**src/rtl/usb_tx_pkg.sv**
```systemverilog
// usb_tx_pkg: shared types and constants for the USB full-speed TX packet sequencer
package usb_tx_pkg;
  typedef enum logic [2:0] {
    PKT_NONE  = 3'd0,
    PKT_DATA0 = 3'd1,
    PKT_DATA1 = 3'd2,
    PKT_ACK   = 3'd3,
    PKT_NAK   = 3'd4,
    PKT_STALL = 3'd5
  } tx_pkt_e;
  typedef enum logic [2:0] {
    ST_IDLE, ST_SYNC, ST_PID, ST_DATA, ST_CRC_LO, ST_CRC_HI, ST_DRAIN, ST_EOP
  } state_e;
  localparam logic [7:0] PID_DATA0 = 8'hC3;
  localparam logic [7:0] PID_DATA1 = 8'h4B;
  localparam logic [7:0] PID_ACK   = 8'hD2;
  localparam logic [7:0] PID_NAK   = 8'h5A;
  localparam logic [7:0] PID_STALL = 8'h1E;
  localparam logic [15:0] CRC16_INIT   = 16'hFFFF;
  localparam logic [15:0] CRC16_POLY_R = 16'hA001;
  // PID byte on the wire is {~pid, pid}; only legal codes ever reach this
  function automatic logic [7:0] pid_byte(input logic [2:0] p);
    return p == PKT_DATA0 ? PID_DATA0 :
           p == PKT_DATA1 ? PID_DATA1 :
           p == PKT_ACK   ? PID_ACK   :
           p == PKT_NAK   ? PID_NAK   : PID_STALL;
  endfunction
endpackage

```
**src/rtl/usb_crc16_byte.sv**
```systemverilog
// usb_crc16_byte: reflected CRC16 (0x8005) register updated one byte per cycle
// Ports: clk, n_rst (async, active-low); clr reloads init; en folds data into crc; crc is the raw register
import usb_tx_pkg::*;
module usb_crc16_byte (
  input  logic        clk,
  input  logic        n_rst,
  input  logic        clr,
  input  logic        en,
  input  logic [7:0]  data,
  output logic [15:0] crc
);
  logic [15:0] nxt;
  always_comb begin
    nxt = crc ^ {8'h00, data};
    for (int i = 0; i < 8; i++) nxt = nxt[0] ? (nxt >> 1) ^ CRC16_POLY_R : nxt >> 1;
  end
  always_ff @(posedge clk or negedge n_rst)
    if (!n_rst) crc <= CRC16_INIT;
    else if (clr) crc <= CRC16_INIT;
    else if (en) crc <= nxt;
endmodule

```
**src/rtl/usb_tx_pkt_sequencer.sv**
```systemverilog
// usb_tx_pkt_sequencer: emits SYNC, PID, payload and CRC16 bytes for one USB FS packet, then requests EOP
// Ports: clk, n_rst (async, active-low)
//   request : tx_packet, tx_size, tx_abort; FIFO: tx_packet_data, get_tx_packet_data
//   shifter : byte_data, byte_valid, byte_ready, shift_busy; encoder: eop_start, eop_done
//   status  : tx_busy, tx_done, tx_error
import usb_tx_pkg::*;
module usb_tx_pkt_sequencer #(
  parameter int          MAX_PAYLOAD = 64,
  parameter int          SIZE_W      = 7,
  parameter logic [7:0]  SYNC_BYTE   = 8'h80
) (
  input  logic              clk,
  input  logic              n_rst,
  input  logic [2:0]        tx_packet,
  input  logic [SIZE_W-1:0] tx_size,
  input  logic [7:0]        tx_packet_data,
  output logic              get_tx_packet_data,
  input  logic              tx_abort,
  output logic [7:0]        byte_data,
  output logic              byte_valid,
  input  logic              byte_ready,
  input  logic              shift_busy,
  output logic              eop_start,
  input  logic              eop_done,
  output logic              tx_busy,
  output logic              tx_done,
  output logic              tx_error
);
  state_e state, nxt;
  logic [2:0] pkt;
  logic [SIZE_W-1:0] size, cnt;
  logic aborted;
  logic [15:0] crc;
  logic xfer, legal, too_big, can_take, accept, size_err, abort_hit, last;
  assign xfer      = byte_valid & byte_ready;
  assign legal     = tx_packet inside {[3'd1:3'd5]};
  assign too_big   = (tx_packet == PKT_DATA0 || tx_packet == PKT_DATA1) && tx_size > SIZE_W'(MAX_PAYLOAD);
  // a request arriving with the finishing eop_done is taken on the same edge
  assign can_take  = state == ST_IDLE || (state == ST_EOP && eop_done);
  assign accept    = can_take & legal & ~too_big;
  assign size_err  = can_take & legal & too_big;
  assign abort_hit = tx_abort && state inside {ST_SYNC, ST_PID, ST_DATA, ST_CRC_LO, ST_CRC_HI};
  assign last      = cnt + SIZE_W'(1) == size;
  always_ff @(posedge clk or negedge n_rst)
    if (!n_rst) state <= ST_IDLE;
    else state <= nxt;
  always_comb begin
    nxt = state;
    case (state)
      ST_IDLE:   nxt = accept ? ST_SYNC : ST_IDLE;
      ST_SYNC:   nxt = xfer ? ST_PID : ST_SYNC;
      ST_PID:    nxt = !xfer ? ST_PID : pkt > PKT_DATA1 ? ST_DRAIN : size == '0 ? ST_CRC_LO : ST_DATA;
      ST_DATA:   nxt = xfer && last ? ST_CRC_LO : ST_DATA;
      ST_CRC_LO: nxt = xfer ? ST_CRC_HI : ST_CRC_LO;
      ST_CRC_HI: nxt = xfer ? ST_DRAIN : ST_CRC_HI;
      ST_DRAIN:  nxt = shift_busy ? ST_DRAIN : ST_EOP;
      ST_EOP:    nxt = !eop_done ? ST_EOP : accept ? ST_SYNC : ST_IDLE;
      default:   nxt = ST_IDLE;
    endcase
    if (abort_hit) nxt = ST_DRAIN;
  end
  always_ff @(posedge clk or negedge n_rst)
    if (!n_rst) begin
      {pkt, size, cnt, aborted, tx_error, eop_start} <= '0;
    end else begin
      tx_error  <= size_err | abort_hit;
      eop_start <= state == ST_DRAIN && !shift_busy;
      if (accept) begin
        pkt     <= tx_packet;
        size    <= tx_size;
        cnt     <= '0;
        aborted <= 1'b0;
      end else begin
        if (abort_hit) aborted <= 1'b1;
        if (get_tx_packet_data) cnt <= cnt + SIZE_W'(1);
      end
    end
  always_comb begin
    byte_valid         = state inside {ST_SYNC, ST_PID, ST_DATA, ST_CRC_LO, ST_CRC_HI};
    byte_data          = state == ST_SYNC   ? SYNC_BYTE :
                         state == ST_PID    ? pid_byte(pkt) :
                         state == ST_DATA   ? tx_packet_data :
                         state == ST_CRC_LO ? ~crc[7:0] :
                         state == ST_CRC_HI ? ~crc[15:8] : 8'h00;
    get_tx_packet_data = state == ST_DATA && byte_ready;
    tx_busy            = state != ST_IDLE;
    tx_done            = state == ST_EOP && eop_done && !aborted;
  end
  usb_crc16_byte u_crc (
    .clk   (clk),
    .n_rst (n_rst),
    .clr   (state == ST_EOP && eop_done),
    .en    (get_tx_packet_data),
    .data  (tx_packet_data),
    .crc   (crc)
  );
endmodule

```
**config.mk**
```make
export PLATFORM = sky130hd
export DESIGN_NAME = usb_tx_pkt_sequencer
export DESIGN_NICKNAME = d
export VERILOG_FILES = /design/src/rtl/usb_tx_pkg.sv /design/src/rtl/usb_crc16_byte.sv /design/src/rtl/usb_tx_pkt_sequencer.sv
export SDC_FILE = /design/constraint.sdc
export NUM_CORES = 1
export LEC_CHECK = 0
export ABC_AREA = 1
export BUFFER_PORTS_ARGS = -buffer_cell sky130_fd_sc_hd__buf_2
export CAP_MARGIN = 20
export CORE_ASPECT_RATIO = 1.1
export CORE_MARGIN = 2
export CORE_UTILIZATION = 55
export CTS_BUF_LIST = sky130_fd_sc_hd__clkbuf_2 sky130_fd_sc_hd__clkbuf_4 sky130_fd_sc_hd__clkbuf_8
export CTS_CLUSTER_DIAMETER = 50
export DETAILED_ROUTE_END_ITERATION = 16
export GPL_ROUTABILITY_DRIVEN = 0
export PLACE_DENSITY = 0.77
export SYNTH_ARGS = -nofsm -noshare
export SYNTH_HDL_FRONTEND = slang
export SYNTH_SLANG_ARGS = --single-unit
export TNS_END_PERCENT = 30
```
**constraint.sdc**
```tcl
create_clock -name clk -period 2 [get_ports clk]
set_input_delay 0.1 -clock clk [delete_from_list [all_inputs] [get_ports clk]]
set_output_delay 0.1 -clock clk [all_outputs]
set_load 0.01 [all_outputs]
```
Yosys cells after proc, flatten, opt, wreduce, memory -nomap -nowiden. Cells that the tools add are included.

Bits in registers: 39. Input bits: 24. Output and inout bits: 14.

$add $sub $neg: 1. Magnitude comparators: 4. Equal/unequal tests: 14. Mux-type cells: 35. Bitwise gates (word level): 17. Reductions and logical operators: 19.

Operators with widths (number): two-way mux 16 bit (10); two-way mux 8 bit (8); inverter 2 -> 3 bit (8); one-hot mux 3 bit (8 select lines) (1); two-way mux 7 bit (3); two-way mux 3 bit (6); inverter 8 bit (2); XOR 16 x 8 -> 16 bit (1); equality test 3 x 2 -> 1 bit, second input constant (5); equality test 3 bit, second input constant (5); equality test 3 x 1 -> 1 bit, second input constant (3); logical AND 1 bit (8); adder 7 x 1 -> 7 bit, second input constant (1); equality test 7 bit (1); > comparator 7 bit, second input constant (1); zero test 7 bit (1); nonzero test 2 bit (3); two-way mux 1 bit (5); nonzero test 5 bit (1); bitwise AND 1 bit (4); two-way mux 2 bit (2); >= comparator 3 x 1 -> 1 bit, second input constant (1); > comparator 3 x 2 -> 1 bit, second input constant (1); <= comparator 3 bit, second input constant (1); other kinds (6) (8).

Longest topological paths before layout. Gate-level depths: netlist (run 1).

Word-level depth: 19. Depth in mapped cells: 15. Depth with buffers taken out: 15.

Hierarchy. From an unflattened synthesis (run 1), not the netlist that was laid out.

Cell total of the unflattened synthesis: 354. Area total of the unflattened synthesis: 2761.4 µm².

By module, submodules not included: usb_tx_pkt_sequencer (times used 1, cells an instance 230, area each 1689.1 µm², sequential area each 575.6 µm²); usb_crc16_byte (times used 1, cells an instance 124, area each 1072.3 µm², sequential area each 420.4 µm²).

Worst setup path before layout (run 1). OpenSTA, ideal clock, no wires.

Path type: reg-to-reg. From: register state[0]. To: register state[1]. Setup time: 130 ps. Data arrival time: 1444 ps. Required time: 1870 ps. Path slack: 426 ps. Cell stages (with the launch flop): 11. Buffers on the path: 0. Clock period less this slack: 1574 ps. Path through: dfrtp_1 -> nor2_2 -> nand2_2 -> nand2_2 -> inv_2 -> o21ai_2 -> nand2_2 -> nor3_2 -> nand4_1 -> nand2_1 -> nand3_1.

Cells in the longest elaborated chain, start to end: 7.

RTL lines: start, declared (RTL line usb_tx_pkt_sequencer.sv:29) `state_e state, nxt;`; start signal, assigned (RTL line usb_tx_pkt_sequencer.sv:46) `else state <= nxt;`; equality test 3 x 1 -> 1 bit, or another cell as far along (RTL line usb_tx_pkt_sequencer.sv:79) `byte_valid = state inside {ST_SYNC, ST_PID, ST_DATA, ST_CRC_LO, ST_CRC_HI};`; nonzero test 5 bit * (RTL line usb_tx_pkt_sequencer.sv:79); named net byte_valid (RTL line usb_tx_pkt_sequencer.sv:20) `output logic byte_valid,`; bitwise AND 1 bit (RTL line usb_tx_pkt_sequencer.sv:35) `assign xfer = byte_valid & byte_ready;`; logical AND 1 bit (RTL line usb_tx_pkt_sequencer.sv:53) `ST_DATA: nxt = xfer && last ? ST_CRC_LO : ST_DATA;`; two-way mux 3 bit (RTL line usb_tx_pkt_sequencer.sv:53); one-hot mux 3 bit (8 select lines) (RTL line usb_tx_pkt_sequencer.sv:49) `case (state)`; two-way mux 3 bit * (RTL line usb_tx_pkt_sequencer.sv:60) `if (abort_hit) nxt = ST_DRAIN;`; named net nxt[1] (RTL line usb_tx_pkt_sequencer.sv:29).

Mark *: on every way through the listed nets, which the timed path passes. The rest lies on a longest branch. A chain may end at the register's enable or synchronous reset.

Worst setup path in the final report (run 1).
From: register state[0]. To: output port byte_data[0].

Cells in the longest elaborated chain, start to end: 6.

RTL lines: equality test 3 bit (RTL line usb_tx_pkt_sequencer.sv:84) `state == ST_CRC_HI ? ~crc[15:8] : 8'h00;`; two-way mux 8 bit (RTL line usb_tx_pkt_sequencer.sv:84); two-way mux 8 bit (RTL line usb_tx_pkt_sequencer.sv:83) `state == ST_CRC_LO ? ~crc[7:0] :`; two-way mux 8 bit (RTL line usb_tx_pkt_sequencer.sv:82) `state == ST_DATA ? tx_packet_data :`; two-way mux 8 bit (RTL line usb_tx_pkt_sequencer.sv:81) `state == ST_PID ? pid_byte(pkt) :`; two-way mux 8 bit * (RTL line usb_tx_pkt_sequencer.sv:80) `byte_data = state == ST_SYNC ? SYNC_BYTE :`; end, declared (RTL line usb_tx_pkt_sequencer.sv:19) `output logic [7:0] byte_data,`.

Mark *: on every way between the ends. The rest lies on a longest branch, timed or not.

==> results.py, run 1 <==
metrics = {
    "power_and_ir_drop": {
        "ir_drop_v": 0.000767,
        "p_total_mw": 4.68,
        "pwr_density_cell_nw_per_um2": 1580,
        "power.leakage_nw": 1.58,
    },
    "floorplanning": {
        "die_h_um": 75.0,
        "die-area_um2": 5150,
        "floorplan.io_pins": 38,
        "die-width_um": 68.6,
        "core_um2": 4350,
        "std_cell_rows": 25,
        "starting_density_of_the_core": 0.580,
    },
    "setup_path": {
        "regToRegSetupSlack_ns": 0.21,
        "max_incr_delay_on_cp_ns": 0.47,
        "cells_along_the_critical_path": "nor2_4 > nand2_4 > inv_1 > nand2_1 > a221oi_1 > nor2_1 > buf_2",
        "timing.critical_path.slowest_stage_cell": "sky130_fd_sc_hd__dfrtp_2",
        "crit_start_category": "flip-flop",
        "worstPathRequired_ns": 1.90,
        "cp-end-kind": "output pin",
        "timing.critical_path.max_delay_family": "flip-flops",
        "worst_ep_arrival_time_ns": 1.80,
        "path_buf_inv": 2,
        "crit_fanout": 9,
        "crit_type": "reg2out",
    },
    "finish": {
        "layout.nets": 431,
        "layout.core_utilization": 0.681,
        "area_delta_synth_final_pct": 17.3,
        "stdcell_area_um2": 2960,
        "filler_cell_count": 374,
        "multiInputGateArea_um2": 1290,
        "ratio_of_cells_with_drive_above_1_in_the_final_layout": 0.224,
        "seqCellArea_um2": 997,
        "antenna-diode-count": 0,
    },
    "cts": {
        "tritoncts_clock_tree": "built",
        "cts_max_path_buffers": 2,
        "clock_tree.htree_level_count": 2,
        "tritoncts.num_buffers": 5,
        "post-cts-setup-buffers": 0,
        "worstSkewPairLatency_ns": 0.29,
        "clk_root_buffer_cell": "sky130_fd_sc_hd__clkbuf_8",
        "clock_sinks": 39,
        "clk_pin_slew_ns": 0.08,
    },
    "run": {
        "cap_viol_max_count": 0,
    },
    "grt": {
        "gr-usage-met2": 0.503,
        "grt_start_max_net_pins": 32,
        "grt_usage": 0.273,
        "grtUsageMet3": 0.0523,
        "global_route.peak_usage_layer": "met2",
        "via_count_of_the_first_global_routing_pass": 2404,
        "grt_pass1_wl_um": 10400,
        "antenna_found_initial": 0,
        "grtUsageMet1": 0.310,
        "grt-ovfl-total": 0,
    },
    "sta": {
        "slew_headroom": 0.531,
        "max_freq_ghz": 0.525,
        "final_max_slew_viol_count": 0,
        "post_route_clock_skew_ns": 0.00562,
        "worst_hold_slack_ns": 0.0178,
        "final_min_period_over_clock_period": 0.952,
        "worst_pin_slew_ns": 0.704,
        "final-hold-violation-count": 0,
        "finalWorstSetupSlack_ns": 0.0958,
        "setup-violations-final": 0,
        "crit_path_time_final_ns": 1.90,
    },
    "logic_synthesis": {
        "synthFlopType": "sky130_fd_sc_hd__dfrtp_1",
        "synthesis.area_um2": 2520,
        "syn_avg_cell_area_um2": 7.09,
        "asyncSetResetFlopFracSynth": 1.00,
        "ys_ff_latch": 39,
        "distinct_cells_synth": 35,
        "yosysWarnings": 0,
        "syn_nets": 381,
        "synth_edf_count": 0,
        "synth-seq-area-share": 0.395,
        "synthesized_netlist_cell_count": 356,
    },
    "place": {
        "hpwlAfterDp_um": 4780,
        "placed_area_um2": 2820,
        "pre_cts_ws_ns": 0.205,
        "placement.io_buffers": 37,
    },
    "detailed_routing": {
        "detailedRoute.firstPassIterationCount": 5,
        "wl_per_cell_um": 13.6,
        "route.final.wire_length_um": 6280,
        "vias_per_cell": 5.46,
        "drt_iter0_drc": 200,
        "final_antenna_net_count": 0,
        "route.detailed.drc": 0,
        "dr_total_vias": 2517,
    },
    "worst_hold_path": {
        "timing.hold.worst.class": "in2reg",
    },
    "outcome": {
        "status": "complete, no violations",
    },
}
flip-flops by register name, indices dropped and copies added (netlist names):
signal,count
state,3
size,7
cnt,7
eop_start,1
tx_error,1
aborted,1
u_crc.crc,16
pkt,3
synthesized netlist by cell type, drive strengths merged, types with 2 or more instances:
library cell  number  share of area
buf                5          0.016
a22oi              3         0.0089
a221oi             2         0.0069
nor4               2         0.0050
or2                3         0.0074
nand2            105           0.16
nor3               6          0.014
o22ai              6          0.015
a21oi             16          0.032
nor2              32          0.057
xnor2              6          0.021
o221ai             4          0.014
dfstp             16           0.17
dfrtp             23           0.23
o21ai             34          0.069
xor2               8          0.028
nand3             18          0.038
nand4              4         0.0099
inv               57          0.085
layer usage:
| metal | routed length, um | part of all wire |
|---|---|---|
| met5 | 0 | 0 |
| met4 | 99 | 0.016 |
| met3 | 271 | 0.043 |
| met2 | 3280 | 0.52 |
| met1 | 2640 | 0.42 |
final cells by class:
cell class	instances	share of cell area
repair buffers	48	0.0964
clock buffers	5	0.0232
multi-input cells	255	0.435
well taps	54	0.0228
flip-flops and latches	39	0.337
clock inverters	3	0.0131
inverters	57	0.0723
cell usage in the layout (no fill, tap or decap), types with 2 or more instances in the layout:
cell	n
sky130_fd_sc_hd__nor3_1	5
sky130_fd_sc_hd__o22ai_1	6
sky130_fd_sc_hd__dfstp_2	16
sky130_fd_sc_hd__nand2_1	100
sky130_fd_sc_hd__nor4_1	2
sky130_fd_sc_hd__buf_4	8
sky130_fd_sc_hd__xor2_1	8
sky130_fd_sc_hd__buf_2	37
sky130_fd_sc_hd__nand3_1	17
sky130_fd_sc_hd__o21ai_1	11
sky130_fd_sc_hd__dlygate4sd3_1	2
sky130_fd_sc_hd__a21oi_1	16
sky130_fd_sc_hd__a221oi_1	2
sky130_fd_sc_hd__nor2_1	27
sky130_fd_sc_hd__o21ai_0	22
sky130_fd_sc_hd__nor2_4	3
sky130_fd_sc_hd__a22oi_1	3
sky130_fd_sc_hd__nor2_2	2
sky130_fd_sc_hd__clkbuf_8	5
sky130_fd_sc_hd__o221ai_1	4
sky130_fd_sc_hd__nand4_1	4
sky130_fd_sc_hd__nand2_2	4
sky130_fd_sc_hd__inv_2	4
sky130_fd_sc_hd__inv_1	53
sky130_fd_sc_hd__dfrtp_1	22
sky130_fd_sc_hd__xnor2_1	6
sky130_fd_sc_hd__or2_2	3
stage by stage:
step / setup TNS [ns] / std cells
floorplan: 0 / 356
global placement: 0 / 451
detailed placement: 0 / 451
CTS: 0 / 461
global route: -0.0741 / 461
finish: 0 / 461
report_power, final:
group,switching [mW],internal (mW)
clock,0.277,0.365
combinational,1.54,0.950
sequential,0.295,1.25
total,2.11,2.57
cell families after synthesis:
logic type / count (synthesis) / synth area share
compound gates: 69 / 0.157
xor+xnor: 14 / 0.0486
fa+ha+maj: 1 / 0.00496
buf+inv: 62 / 0.101
flops: 39 / 0.395
simple gates: 171 / 0.294
path summary, 6_finish.rpt:
path,cells past startpoint,endpoint,start
hold / removal,3,size[5],tx_size[5]
setup reg to reg,10,cnt[0],state[0]
max in group asynchronous,3,u_crc.crc[9],n_rst
hold reg to reg,2,u_crc.crc[11],u_crc.crc[11]
min in group asynchronous,2,cnt[0],n_rst
setup / recovery,7,byte_data[0],state[0]
what timing repair did:
item                                    CTS  global route
cloned                                    0             0
hold endpoints to repair                 24             0
gates resized for setup                   1             3
endpoints found under the setup margin    1             3
hold buffers                              2             0
worst register-to-register path: stages, from the launching register on:
cell	delay, ns
sky130_fd_sc_hd__dfrtp_2	0.47
sky130_fd_sc_hd__nand2_2	0.11
sky130_fd_sc_hd__nor2_2	0.05
sky130_fd_sc_hd__nand2_2	0.09
sky130_fd_sc_hd__inv_2	0.09
sky130_fd_sc_hd__o22ai_1	0.16
sky130_fd_sc_hd__inv_1	0.06
sky130_fd_sc_hd__nand2_1	0.17
sky130_fd_sc_hd__buf_12	0.17
sky130_fd_sc_hd__nand2_1	0.13
sky130_fd_sc_hd__o21ai_0	0.21
Power figures use the tool's default switching activity.
==> run 2: changes to the inputs <==
- CORE_UTILIZATION: 55 -> 53
- PLACE_DENSITY: 0.77 -> 0.78
- clock period: 2 -> 1.6 ns (I/O delays scaled with it)
==> run 2 against run 1 <==
Against the previous run: the flow now finishes with violations (setup timing); clock skew increased by 0.0029 ns; final area rose by 20%; routed wire length is 21% higher; total power up 56%; via count is 9.4% higher; sequential power increased by 29%; hold slack better by 0.0077 ns; first-iteration DRC count rose by 7.5%; count of clock-buffer cells in the layout is the same; critical path depth rose by 7; critical path type is now reg2reg.
==> results.py, run 2 (synthesized netlist as in run 1, its figures left out) <==
metrics = {
    "grt": {
        "grt_pass1_wl_um": 11500,
        "gr-usage-met2": 0.475,
        "grt_usage": 0.266,
        "grt_start_max_net_pins": 40,
        "grtUsageMet3": 0.0450,
        "grtUsageMet1": 0.313,
        "via_count_of_the_first_global_routing_pass": 2580,
        "grt-ovfl-total": 0,
        "global_route.peak_usage_layer": "met2",
        "antenna_found_initial": 0,
    },
    "setup_path": {
        "worstPathRequired_ns": 1.84,
        "worst_ep_arrival_time_ns": 2.07,
        "crit_fanout": 5,
        "crit_start_category": "flip-flop",
        "cp-end-kind": "flip-flop",
        "crit_type": "reg2reg",
    },
    "cts": {
        "clock_sinks": 39,
        "clk_pin_slew_ns": 0.08,
        "clk_root_buffer_cell": "sky130_fd_sc_hd__clkbuf_8",
        "cts_max_path_buffers": 2,
        "tritoncts.num_buffers": 5,
        "tritoncts_clock_tree": "built",
        "clock_tree.htree_level_count": 2,
        "worstSkewPairLatency_ns": 0.30,
    },
    "detailed_routing": {
        "wl_per_cell_um": 15.1,
        "detailedRoute.firstPassIterationCount": 5,
        "dr_total_vias": 2753,
        "final_antenna_net_count": 0,
        "drt_iter0_drc": 215,
        "route.detailed.drc": 0,
        "route.final.wire_length_um": 7590,
        "vias_per_cell": 5.47,
    },
    "floorplanning": {
        "die_h_um": 76.4,
        "floorplan.io_pins": 38,
        "die-area_um2": 5330,
        "std_cell_rows": 26,
        "core_um2": 4620,
        "die-width_um": 69.8,
        "starting_density_of_the_core": 0.546,
    },
    "outcome": {
        "violations": "setup timing",
        "status": "finished with violations",
    },
    "finish": {
        "area_delta_synth_final_pct": 41.2,
        "max_flop_register": "u_crc.crc",
        "layout.core_utilization": 0.771,
        "layout.nets": 471,
        "antenna-diode-count": 0,
        "most-common-layout-cells": "sky130_fd_sc_hd__nand2_1, sky130_fd_sc_hd__inv_1, sky130_fd_sc_hd__buf_2, sky130_fd_sc_hd__buf_4, sky130_fd_sc_hd__nand2_2",
        "ratio_of_cells_with_drive_above_1_in_the_final_layout": 0.432,
        "final_common_cell": "sky130_fd_sc_hd__nand2_1",
        "top_flop_regs": "u_crc.crc x16, cnt x7, size x7",
        "filler_cell_count": 318,
        "number_of_flip_flops_in_the_largest_register": 16,
    },
    "power_and_ir_drop": {
        "pwr_density_cell_nw_per_um2": 2050,
        "power.leakage_nw": 1.81,
        "ir_drop_v": 0.00106,
        "p_total_mw": 7.29,
    },
    "worst_hold_path": {
        "timing.hold.worst.class": "in2reg",
    },
    "sta": {
        "final_min_period_over_clock_period": 1.14,
        "setup_repair_after_global_routing_missed_its_margin": "yes",
        "setup-violations-final": 15,
        "finalWorstSetupSlack_ns": -0.231,
        "crit_path_time_final_ns": 1.83,
        "final-hold-violation-count": 0,
        "worst_hold_slack_ns": 0.0255,
        "worst_pin_slew_ns": 0.500,
        "timing.setup.tns_ns": -1.64,
        "post_route_clock_skew_ns": 0.00853,
        "final_max_slew_viol_count": 0,
        "slew_headroom": 0.666,
        "max_freq_ghz": 0.546,
    },
    "run": {
        "cap_viol_max_count": 0,
    },
    "place": {
        "hpwlAfterDp_um": 4880,
        "placement.io_buffers": 37,
    },
}
## run 2: critical path, cell delays in order (launching register included)
cell	delay, ns
sky130_fd_sc_hd__dfstp_2	0.62
sky130_fd_sc_hd__inv_2	0.06
sky130_fd_sc_hd__nand2_2	0.06
sky130_fd_sc_hd__nand2_2	0.06
sky130_fd_sc_hd__nand2_2	0.09
sky130_fd_sc_hd__nand2_2	0.08
sky130_fd_sc_hd__nor2_1	0.19
sky130_fd_sc_hd__nor2_2	0.06
sky130_fd_sc_hd__nand2_2	0.09
sky130_fd_sc_hd__nand2_2	0.07
sky130_fd_sc_hd__nand2_2	0.09
sky130_fd_sc_hd__nand3_1	0.09
sky130_fd_sc_hd__nand2_1	0.08
sky130_fd_sc_hd__nor2_1	0.05
sky130_fd_sc_hd__nor2_1	0.10
## run 2: where the power goes
| part | internal [mW] | switching (mW) | total, mW |
|---|---|---|---|
| logic | 1.95 | 2.51 | 4.46 |
| clock network | 0.464 | 0.371 | 0.836 |
| registers | 1.57 | 0.426 | 2.00 |
| total | 3.98 | 3.31 | 7.29 |
## run 2: worst paths after layout
kind | start | to | slack [ns] | depth (start not counted)
worst max register to register | u_crc.crc[0] | u_crc.crc[0] | -0.23 | 14
worst max-delay path | u_crc.crc[0] | u_crc.crc[0] | -0.23 | 14
max in group asynchronous | n_rst | state[1] | 0.86 | 3
min in group asynchronous | n_rst | cnt[1] | 0.36 | 3
worst min-delay path | tx_size[3] | size[3] | 0.03 | 3
worst min register to register | u_crc.crc[11] | u_crc.crc[11] | 0.50 | 2
## run 2: layout make-up
cell class,count,area (um^2),area share
multi-input cells,255,1540,0.433
flip-flops and latches,39,998,0.280
repair buffers,88,624,0.175
inverters,57,216,0.0607
well taps,56,70.1,0.0197
clock buffers,5,68.8,0.0193
clock inverters,3,43.8,0.0123
## run 2: what timing repair did
| action | CTS | global route |
|---|---|---|
| gates resized for setup | 27 | 70 |
| setup buffers | 4 | 16 |
| endpoints found under the hold margin | 25 | 0 |
| setup endpoints to repair | 15 | 37 |
| cloned | 0 | 1 |
| hold buffers | 3 | 0 |
| pin swaps | 6 | 24 |
## run 2: per-stage QoR
stage	instance area [um^2]	std cells	setup WS, ns
2_1_floorplan	2520	356	0.0258
3_3_place_gp	2940	471	-0.0144
3_5_place_dp	2940	471	-0.0765
4_1_cts	3210	486	-0.146
5_1_grt	3560	503	-0.352
6_report	3560	503	-0.231
## run 2: routing by layer
layer  share of wire  vias up
met5               0        -
met4           0.022        0
met3           0.049       19
met2            0.53      103
met1            0.40     1292
li1                -     1339
==> run 3: changes to the inputs <==
- CORE_UTILIZATION: 53 -> 30
- PLACE_DENSITY: 0.78 -> unset
- TNS_END_PERCENT: 30 -> 10
==> run 3 against run 2 <==
Against the previous run: the run still ends with setup timing left; sequential share of layout area shrank 0.59 points; first-iteration DRC count shrank 48%; clock power grew 23%; combinational power shrank 4%; cell count grew 13%; total power shrank 0.37%; routed wire length shrank 2.6%; critical path type is now reg2out.
==> results.py, run 3 (synthesized netlist as in run 1, its figures left out) <==
metrics = {
    "floorplanning": {
        "core_um2": 8280,
        "floorplan.io_pins": 38,
        "die_h_um": 100,
        "die-area_um2": 9160,
        "starting_density_of_the_core": 0.305,
        "die-width_um": 91.5,
        "std_cell_rows": 35,
    },
    "run": {
        "cap_viol_max_count": 0,
    },
    "grt": {
        "grt_usage": 0.164,
        "grt-ovfl-total": 0,
        "grt_pass1_wl_um": 12100,
        "grt_start_max_net_pins": 40,
        "via_count_of_the_first_global_routing_pass": 2738,
        "antenna_found_initial": 0,
    },
    "place": {
        "placement.io_buffers": 37,
        "hpwlAfterDp_um": 5420,
        "dpl.cell_count": 541,
        "pre_cts_ws_ns": -0.0869,
    },
    "power_and_ir_drop": {
        "p_total_mw": 7.27,
        "ir_drop_v": 0.000775,
        "pwr_density_cell_nw_per_um2": 1990,
        "power.leakage_nw": 1.86,
    },
    "detailed_routing": {
        "route.final.wire_length_um": 7390,
        "dr_total_vias": 2671,
        "vias_per_cell": 4.69,
        "met2_length_um": 3850,
        "routed_metal_1_wire_length_um": 3290,
        "maxUsedRoutingLayer": "met4",
        "drt_iter0_drc": 111,
        "detailedRoute.firstPassIterationCount": 5,
        "wl_met3_um": 209,
        "route.detailed.drc": 0,
        "wl_per_cell_um": 13.0,
        "final_antenna_net_count": 0,
    },
    "finish": {
        "layout.core_utilization": 0.440,
        "number_of_flip_flops_in_the_largest_register": 16,
        "layout.nets": 482,
        "area_delta_synth_final_pct": 44.4,
        "final_common_cell": "sky130_fd_sc_hd__nand2_1",
        "max_flop_register": "u_crc.crc",
        "antenna-diode-count": 0,
        "most-common-layout-cells": "sky130_fd_sc_hd__nand2_1, sky130_fd_sc_hd__buf_4, sky130_fd_sc_hd__inv_1, sky130_fd_sc_hd__buf_2",
        "ratio_of_cells_with_drive_above_1_in_the_final_layout": 0.415,
        "finalNonFillerCells": 569,
        "top_flop_regs": "u_crc.crc x16, cnt x7, size x7",
    },
    "setup_path": {
        "crit_type": "reg2out",
        "crit_start_category": "flip-flop",
        "worst_ep_arrival_time_ns": 1.70,
        "crit_start": "state[2]",
        "worst_r2r_startpoint": "u_crc.crc[1]",
        "cp-end-kind": "output pin",
        "worstPathRequired_ns": 1.52,
        "crit_fanout": 6,
    },
    "worst_hold_path": {
        "timing.hold.worst.class": "in2reg",
        "hold_path_startpoint": "tx_size[4]",
    },
    "outcome": {
        "violations": "setup timing",
        "status": "finished with violations",
    },
    "cts": {
        "clk_pin_slew_ns": 0.08,
        "tritoncts_clock_tree": "built",
        "clock_tree.htree_level_count": 2,
        "clock_sinks": 39,
        "cts_max_path_buffers": 2,
        "clk_root_buffer_cell": "sky130_fd_sc_hd__clkbuf_8",
        "worstSkewPairLatency_ns": 0.30,
        "tritoncts.num_buffers": 5,
    },
    "sta": {
        "worst_pin_slew_ns": 0.399,
        "finalWorstSetupSlack_ns": -0.183,
        "final_min_period_over_clock_period": 1.11,
        "setup-violations-final": 22,
        "max_freq_ghz": 0.561,
        "setup_repair_after_global_routing_missed_its_margin": "yes",
        "final-hold-violation-count": 0,
        "crit_path_time_final_ns": 1.78,
        "final_max_slew_viol_count": 0,
        "slew_headroom": 0.732,
        "post_route_clock_skew_ns": 0.0116,
        "timing.setup.tns_ns": -1.63,
    },
}
[run 3: changes by cell type in the layout (fill, tap and decap cells not counted), sizes merged]
cell | previous run | this run
clkinv | 2 | 0
buf | 85 | 94
bufinv | 1 | 2
dlygate4sd3 | 3 | 5
clkbuf | 5 | 6
[run 3: per-layer routing]
| layer | up-vias | track usage |
|---|---|---|
| met2 | 44 | 0.301 |
| met4 | 0 | 0.0443 |
| li1 | 1351 | - |
| met3 | 5 | 0.0285 |
| met1 | 1271 | 0.196 |
| met5 | - | 0 |
[run 3: where the power goes]
| group | internal, mW | switching [mW] |
|---|---|---|
| Combinational | 1.95 | 2.35 |
| Clock | 0.641 | 0.385 |
| Sequential | 1.57 | 0.372 |
| Total | 4.16 | 3.10 |
[run 3: area by class of cell]
class	count	area [um^2]
tap	111	139
sequential	39	1000
fill	867	4630
timing repair buffer	99	702
clock buffer	6	76.3
multi-input combinational	255	1450
inverter	57	216
clock inverter	2	60.1
[run 3: final timing paths]
path	endpoint	slack [ns]	cells past startpoint
setup / recovery	byte_data[3]	-0.18	6
hold reg to reg	u_crc.crc[9]	0.51	2
min in group asynchronous	aborted	0.28	3
hold / removal	size[4]	0.02	3
max in group asynchronous	u_crc.crc[5]	1.05	3
setup reg to reg	u_crc.crc[0]	-0.10	15
[run 3: repair_timing]
item                                   4_1_cts  5_1_grt
setup buffers                                7        8
endpoints found under the hold margin       43        0
pin swaps                                    5       16
setup endpoints to repair                   20       45
hold buffers                                 5        0
gates resized for setup                     27       46
[run 3: through the flow]
stage | hold WS, ns | area, um^2
final | 0.0180 | 3640
after global routing | 0.0377 | 3640
after CTS | 0.0181 | 3460
after detailed placement | 0.0701 | 3140
after global placement | 0.0696 | 3140
after floorplan | -0.216 | 2520
[run 3: worst max-delay path: stages (launching register included)]
cell,delay (ns)
sky130_fd_sc_hd__dfrtp_2,0.47
sky130_fd_sc_hd__buf_4,0.18
sky130_fd_sc_hd__nor2_4,0.18
sky130_fd_sc_hd__buf_6,0.17
sky130_fd_sc_hd__a21oi_2,0.08
sky130_fd_sc_hd__a21oi_2,0.16
sky130_fd_sc_hd__buf_2,0.16
